## src/rtl/free_list.sv

```systemverilog
// free_list: physical register free list, 16-entry circular FIFO of free ids plus a free bitmap.
// Optional same-cycle retire-to-allocate bypass when empty: define FREE_LIST_BYPASS_EN.
module free_list #(
    parameter int ARCH_REGS = 8,
    parameter int PRF_SIZE  = 16
) (
    input  logic       clk,
    input  logic       rst,
    input  logic       retire_transmit,
    input  logic [3:0] retire_id,
    input  logic       alloc_req,
    output logic       alloc_valid,
    output logic [3:0] alloc_id,
    output logic [4:0] free_count,
    output logic       double_free_err,
    output logic       overflow_err
);
    logic [3:0]  fifo [PRF_SIZE];
    logic [3:0]  head, tail;
    logic [15:0] bitmap, bitmap_popped;
    logic        pop, dbl, full, push, bypass_offer;

    // Decide pop/push for this edge; the pop's bitmap clear is applied before the double-free test
    always_comb begin
        pop           = alloc_req && free_count != 5'd0;
        bitmap_popped = bitmap & ~(pop ? 16'd1 << fifo[head] : 16'd0);
        dbl           = retire_transmit && bitmap_popped[retire_id];
        full          = free_count == 5'(PRF_SIZE);
`ifdef FREE_LIST_BYPASS_EN
        bypass_offer  = retire_transmit && !dbl && free_count == 5'd0;
`else
        bypass_offer  = 1'b0;
`endif
        alloc_valid   = free_count != 5'd0 || bypass_offer;
        alloc_id      = bypass_offer ? retire_id : fifo[head];
        push          = retire_transmit && !dbl && !full && !(bypass_offer && alloc_req);
    end

    // FIFO, pointers, count, bitmap and sticky error flags
    always_ff @(posedge clk) begin
        if (rst) begin
            for (int i = 0; i < PRF_SIZE; i++) fifo[i] <= 4'(ARCH_REGS + i);
            head            <= '0;
            tail            <= 4'(PRF_SIZE - ARCH_REGS);
            free_count      <= 5'(PRF_SIZE - ARCH_REGS);
            bitmap          <= ~((16'd1 << ARCH_REGS) - 16'd1);
            double_free_err <= 1'b0;
            overflow_err    <= 1'b0;
        end else begin
            if (push) fifo[tail] <= retire_id;
            head            <= head + 4'(pop);
            tail            <= tail + 4'(push);
            free_count      <= free_count + 5'(push) - 5'(pop);
            bitmap          <= push ? bitmap_popped | (16'd1 << retire_id) : bitmap_popped;
            double_free_err <= double_free_err | dbl;
            overflow_err    <= overflow_err | (retire_transmit && !dbl && full);
        end
    end
endmodule
```

## config.mk

```make
export PLATFORM = sky130hd
export DESIGN_NAME = free_list
export DESIGN_NICKNAME = d
export VERILOG_FILES = /design/src/rtl/free_list.sv
export SDC_FILE = /design/constraint.sdc
export NUM_CORES = 1
export LEC_CHECK = 0
export BUFFER_PORTS_ARGS = -buffer_cell sky130_fd_sc_hd__buf_4
export CAP_MARGIN = 20
export CORE_MARGIN = 10
export CORE_UTILIZATION = 45
export DETAILED_ROUTE_END_ITERATION = 10
export REMOVE_ABC_BUFFERS = 1
export SYNTH_ARGS = -nofsm -noshare
export SYNTH_HDL_FRONTEND = slang
export SYNTH_SLANG_ARGS = --single-unit
```

## constraint.sdc

```tcl
create_clock -name clk -period 5.05 [get_ports clk]
set_input_delay 1.2625 -clock clk [delete_from_list [all_inputs] [get_ports clk]]
set_output_delay 1.2625 -clock clk [all_outputs]
set_load 0.02 [all_outputs]
```

Word-level counts from Yosys, hierarchy flattened

Memories as Yosys holds them, arrays and structs flattened. A register that Yosys moved wholly into a read port is not among the register bits.
Cells that the tools add are included.

Memory bits (read-only): 0
Bits in writable memories: 64
Output and inout bits: 12
Latch bits: 0
Register bits: 31
Memories: 1
Input port bits: 8

Equal/unequal tests: 1
Multipliers: 0
Div/mod/pow operators: 0
Mux-type cells: 13
Bitwise operators: 5
$add $sub $neg: 4
Reductions and logical operators: 9
Magnitude comparators: 1
Shift-type cells: 2

Memory list:

| name | words | bits a word | rd ports | clocked after memory_dff | wr ports | RTL line | text |
|---|---|---|---|---|---|---|---|
| fifo | 16    | 4           | 1        | 1                        | 16       | 18       | `logic [3:0] fifo [PRF_SIZE];` |

Operator list:

| kind                   | count |
|---|---|
| $mux W16               | 2 |
| $shl A1 B4 Y16 const A | 2 |
| $and A16 B16 Y16       | 1 |
| $not A16 Y16           | 1 |
| $or A16 B16 Y16        | 1 |
| $mux W4                | 3 |
| $add A4 B1 Y4          | 2 |
| $mux W1                | 7 |
| $add A5 B1 Y5          | 1 |
| $eq A5 B5 Y1 const B   | 1 |
| $logic_and A1 B1 Y1    | 5 |
| $lt A4 B5 Y1 const B   | 1 |
| $reduce_bool A5 Y1     | 1 |
| $sub A5 B1 Y5          | 1 |
| $bmux W1 S4            | 1 |
| $reduce_or A4 Y1       | 1 |
| $logic_not A1 Y1       | 2 |
| $or A1 B1 Y1           | 2 |

Longest topological paths before layout

Word-level depth: 16
Depth in mapped cells: 23
Gate-level depth less buffers: 19

Worst setup path after synthesis

No wires, ideal clock.

Path kind: register -> register
From: register free_count[3]
To: register free_count[4]
Arrival time: 4.522 ns
Path slack: 0.397 ns
Stages on the path, launching flop included: 23
Buffers on the path: 3
Setup time: 0.131 ns
Data required time: 4.919 ns
Cell sequence: dfxtp_1 -> inv_1 -> ha_1 -> or4b_2 -> clkbuf_1 -> and3_1 -> a22oi_1 -> o41ai_1 -> mux2_2 -> a31oi_1 -> a211o_1 -> buf_2 -> buf_1 -> ha_1 -> inv_1 -> ha_1 -> inv_1 -> fa_1 -> inv_1 -> a21oi_1 -> nor2_1 -> or3_1 -> a21oi_1

Word-level cells in the longest chain between the ends: 13

Ends and longest elaborated chain:

| element                          | RTL line | text |
|---|---|---|
| start: declaration               | 14       | `output logic [4:0] free_count,` |
| start signal: assignment         | 45       | `free_count <= 5'(PRF_SIZE - ARCH_REGS);` |
| start signal: assignment         | 53       | `free_count <= free_count + 5'(push) - 5'(pop);` |
| $reduce_bool A5 Y1 (*)           | --       |  |
| net alloc_valid                  | 12       | `output logic alloc_valid,` |
| $logic_and A1 B1 Y1 (*)          | 25       | `pop = alloc_req && free_count != 5'd0;` |
| $mux W16                         | 26       | `bitmap_popped = bitmap & ~(pop ? 16'd1 << fifo[head] : 16'd0);` |
| $not A16 Y16                     | 26       |  |
| $and A16 B16 Y16                 | 26       |  |
| $bmux W1 S4                      | 27       | `dbl = retire_transmit && bitmap_popped[retire_id];` |
| $mux W1 (not written as such)    | 27       |  |
| $logic_and A1 B1 Y1              | 27       |  |
| $logic_not A1 Y1                 | 36       | `push = retire_transmit && !dbl && !full && !(bypass_offer && alloc_req);` |
| $logic_and A1 B1 Y1 (2 in a row) | 36       |  |
| $add A5 B1 Y5                    | 53       |  |
| $sub A5 B1 Y5 (*)                | 53       |  |

Mark *: on every way through the listed nets, which the timed path passes. The rest lies on a longest branch. The select of a mux whose other input is x is not followed.
A chain may end at the register's enable or synchronous reset.

==> reports/summary.json <==
{
  "run_status": {"value": "finished, final reports clean"},
  "areal_power_density_over_the_cells": {"value": 363, "unit": "mW/mm^2"},
  "finalHoldViolCount": {"value": 0},
  "worstHoldPathType": {"value": "flip-flop to flip-flop"},
  "power_switching": {"value": 0.638, "unit": "mW"},
  "row_count": {"value": 37},
  "dr.first_iter.drc_count": {"value": 337},
  "slowest_stage": {"value": "sky130_fd_sc_hd__mux4_2"},
  "routed_wl": {"value": 11800, "unit": "microns"},
  "htreeDepth": {"value": 3},
  "layout_setup_ws": {"value": 0.350, "unit": "ns"},
  "die_height": {"value": 124, "unit": "microns"},
  "postSynth.asyncResetShare": {"value": 0, "unit": "%"},
  "finalWorstPathRequiredPeriod": {"value": 4.70, "unit": "ns"},
  "end_kind": {"value": "flip-flop"},
  "crit_required": {"value": 5.36, "unit": "ns"},
  "finClkSkew": {"value": 0.00970, "unit": "ns"},
  "detailedPlacementHpwl": {"value": 8280, "unit": "microns"},
  "mostFrequentLayoutCells": {"value": "sky130_fd_sc_hd__edfxtp_1, sky130_fd_sc_hd__nor2_1, sky130_fd_sc_hd__dfxtp_1"},
  "cell_internal_pwr": {"value": 1.27, "unit": "mW"},
  "comb_power_share": {"value": 28.1, "unit": "%"},
  "buffer_cell_driving_the_clock_tree_root": {"value": "sky130_fd_sc_hd__clkbuf_8"},
  "final-setup-viol-count": {"value": 0},
  "grt_most_used_layer": {"value": "met2"},
  "fmax": {"value": 213, "unit": "MHz"},
  "post_cts_hold_buffer_count": {"value": 0},
  "cell_chain_critical_path": {"value": "buf_4, mux4_2, nand3_1, and4_1, inv_2, o41ai_1, mux2i_1, o311a_1, a211o_1, ha_1, inv_1, ha_1, inv_1, fa_1, inv_1, a21oi_1, nor2_1, or3_1, a21oi_1"},
  "avgRoutedWirePerCell": {"value": 20.3, "unit": "microns"},
  "routabilityCongestion": {"value": 0.862},
  "min_period_over_period": {"value": 93.1, "unit": "%"},
  "grt_pass1_wl": {"value": 18900, "unit": "microns"},
  "largest_net_degree_at_the_start_of_global_routing": {"value": 68},
  "crit-reg2reg-launch": {"value": "head[0]"},
  "timing_worst_slew_pin_value": {"value": 0.728, "unit": "ns"},
  "grtUsageMet2": {"value": 23.4, "unit": "%"},
  "finalNetCount": {"value": 462},
  "clock_power_share": {"value": 23.7, "unit": "%"},
  "fp.dieArea": {"value": 0.0154, "unit": "sq mm"},
  "post_cts_resized": {"value": 0},
  "via_count_of_the_first_global_routing_pass": {"value": 3441},
  "leakagePower": {"value": 1.69, "unit": "nW"},
  "layout-drive-gt1-share": {"value": 15.2, "unit": "%"},
  "vdd_drop_max": {"value": 0.000161, "unit": "V"},
  "antenna_left": {"value": 0},
  "start_util": {"value": 46.8, "unit": "%"},
  "cts.sink_count": {"value": 95},
  "worst_path_largest_cell_delay": {"value": 0.54, "unit": "ns"},
  "cp_max_fo": {"value": 13},
  "layout_commonest_cell": {"value": "sky130_fd_sc_hd__edfxtp_1"},
  "die_w": {"value": 124, "unit": "microns"},
  "clock_latency": {"value": 0.37, "unit": "ns"},
  "clock_tree_buffer_depth": {"value": 2},
  "synth_cell_type_count": {"value": 52},
  "floorplan.core_area": {"value": 0.0104, "unit": "sq mm"},
  "fraction_of_power_consumed_by_sequential_logic": {"value": 48.3, "unit": "%"},
  "tritoncts": {"value": "yes"},
  "synth_area": {"value": 0.00487, "unit": "sq mm"},
  "dp_worst_setup_slack": {"value": 0.420, "unit": "ns"},
  "slew_margin_rel": {"value": 51.5, "unit": "%"},
  "worst_setup_path_start_kind": {"value": "flip-flop"},
  "rsz0062_at_grt": {"value": "no"},
  "grtUsageMet1": {"value": 22.2, "unit": "%"},
  "post_synthesis_mean_instance_area": {"value": 11.1, "unit": "sq um"},
  "synth_edf_count": {"value": 64},
  "num-fill-cells": {"value": 982},
  "setup.worst_path.start": {"value": "head[0]"},
  "ys_ff_latch": {"value": 95},
  "post-cts-setup-buffers": {"value": 0},
  "synth_cells": {"value": 438},
  "criticalPathCategory": {"value": "flip-flop to flip-flop"},
  "synthesis.yosys.warnings": {"value": 0},
  "synth.yosys.seq_area_share": {"value": 52.2, "unit": "%"},
  "buffer_ports.inserted": {"value": 19},
  "vias_per_cell": {"value": 6.09},
  "vias": {"value": 3555},
  "worst-endpoint-arrival": {"value": 5.01, "unit": "ns"},
  "swShare": {"value": 33.4, "unit": "%"},
  "hp-start": {"value": "overflow_err"},
  "drc": {"value": 0},
  "clk_pin_slew": {"value": 0.09, "unit": "ns"},
  "diodes": {"value": 0},
  "cpMostUsedCell": {"value": "sky130_fd_sc_hd__inv_1"},
  "drtPass1Iterations": {"value": 5},
  "tritoncts.num_buffers": {"value": 9},
  "io-pin-count": {"value": 20},
  "antenna_violations_before_repair": {"value": 0},
  "groute.usage.overall": {"value": 15.8, "unit": "%"},
  "power.total": {"value": 1.91, "unit": "mW"},
  "max-cap-violations": {"value": 0},
  "grt_overflow_total": {"value": 0},
  "finalMaxSlewViolations": {"value": 0},
  "top_reg_cell_synth": {"value": "sky130_fd_sc_hd__edfxtp_1"},
  "flow.area_growth_from_synthesis": {"value": 7.88, "unit": "%"},
  "groute.layer.met3.usage": {"value": 3.39, "unit": "%"}
}
cells by family after synthesis:
kind of cell             share of synthesized area [%]
AND/OR/NAND/NOR                                   19.2
flip-flops                                        52.2
AO/OA/AOI/OAI                                     10.4
buffers and inverters                             5.19
multiplexers                                      8.76
adder cells (fa/ha/maj)                           2.98
XOR/XNOR                                          1.26
cell type report:
class                      instances  area [sq um]  share of cell area, %
clock inverter                     5          35.0                  0.667
sequential                        95          2540                   48.4
clock buffer                      11           131                   2.50
timing repair buffer              28           210                   4.00
inverter                          24          90.1                   1.71
multi-input combinational        285          2080                   39.5
tap                              136           170                   3.24
layer usage:
layer	share of wire, %	up-vias
met3	6.0	24
met5	0	-
met4	2.4	0
li1	-	1671
met2	46	127
met1	46	1733
metrics by stage:
stage          hold WS, ns  area, sq um  utilization, %  TNS [ns]  std cells
2_1_floorplan        0.455         4710               -   -0.0216        404
5_1_grt              0.504         5260            50.5         0        584
3_5_place_dp         0.459         5090            48.9         0        568
3_3_place_gp         0.453         5090            48.9         0        568
4_1_cts              0.473         5260            50.5         0        584
6_report             0.466         5260            50.5         0        584
path summary, 6_finish.rpt:
kind	end	slack, ns	cells after the start
setup / recovery	free_count[4]	0.35	19
hold / removal	overflow_err	0.47	2
setup reg to reg	free_count[4]	0.35	19
hold reg to reg	overflow_err	0.47	2
critical path: cells and delay by family, from the launching register on:
kind,cells,cell delay (ns)
adders and majority gates,3,0.65
muxes,2,0.68
and+or+nand+nor,4,0.91
buffers and inverters,5,0.57
DFF,1,0.32
AOI/OAI and AO/OA,5,1.49
registers in the layout, indices dropped and copies added, names as in the netlist:
name and flops:
bitmap 16, double_free_err 1, fifo 64, free_count 5, head 4, overflow_err 1
tail 4
power by group through the flow:
| stage | Sequential (mW) | Clock, mW | Combinational, mW |
|---|---|---|---|
| final | 0.920 | 0.451 | 0.535 |
| after global routing | 0.928 | 0.489 | 0.593 |
| after CTS | 0.921 | 0.459 | 0.536 |
| after detailed placement | 0.938 | 0 | 0.533 |
| after global placement | 0.937 | 0 | 0.527 |
| after floorplan | 0.961 | 0 | 0.321 |
cell usage after synthesis, types with 11 or more instances:
cell | instances | area, sq um
sky130_fd_sc_hd__edfxtp_1 | 64 | 1920
sky130_fd_sc_hd__nor2_1 | 36 | 135
sky130_fd_sc_hd__dfxtp_1 | 31 | 621
sky130_fd_sc_hd__nand2_1 | 26 | 97.6
sky130_fd_sc_hd__nand3_1 | 26 | 130
sky130_fd_sc_hd__nor3_1 | 24 | 120
sky130_fd_sc_hd__clkbuf_1 | 20 | 75.1
sky130_fd_sc_hd__inv_1 | 20 | 75.1
sky130_fd_sc_hd__mux4_2 | 14 | 315
sky130_fd_sc_hd__or4_1 | 14 | 105
sky130_fd_sc_hd__nor2b_1 | 13 | 81.3
sky130_fd_sc_hd__nand2b_1 | 11 | 68.8
(Power assumes the default switching activity.)
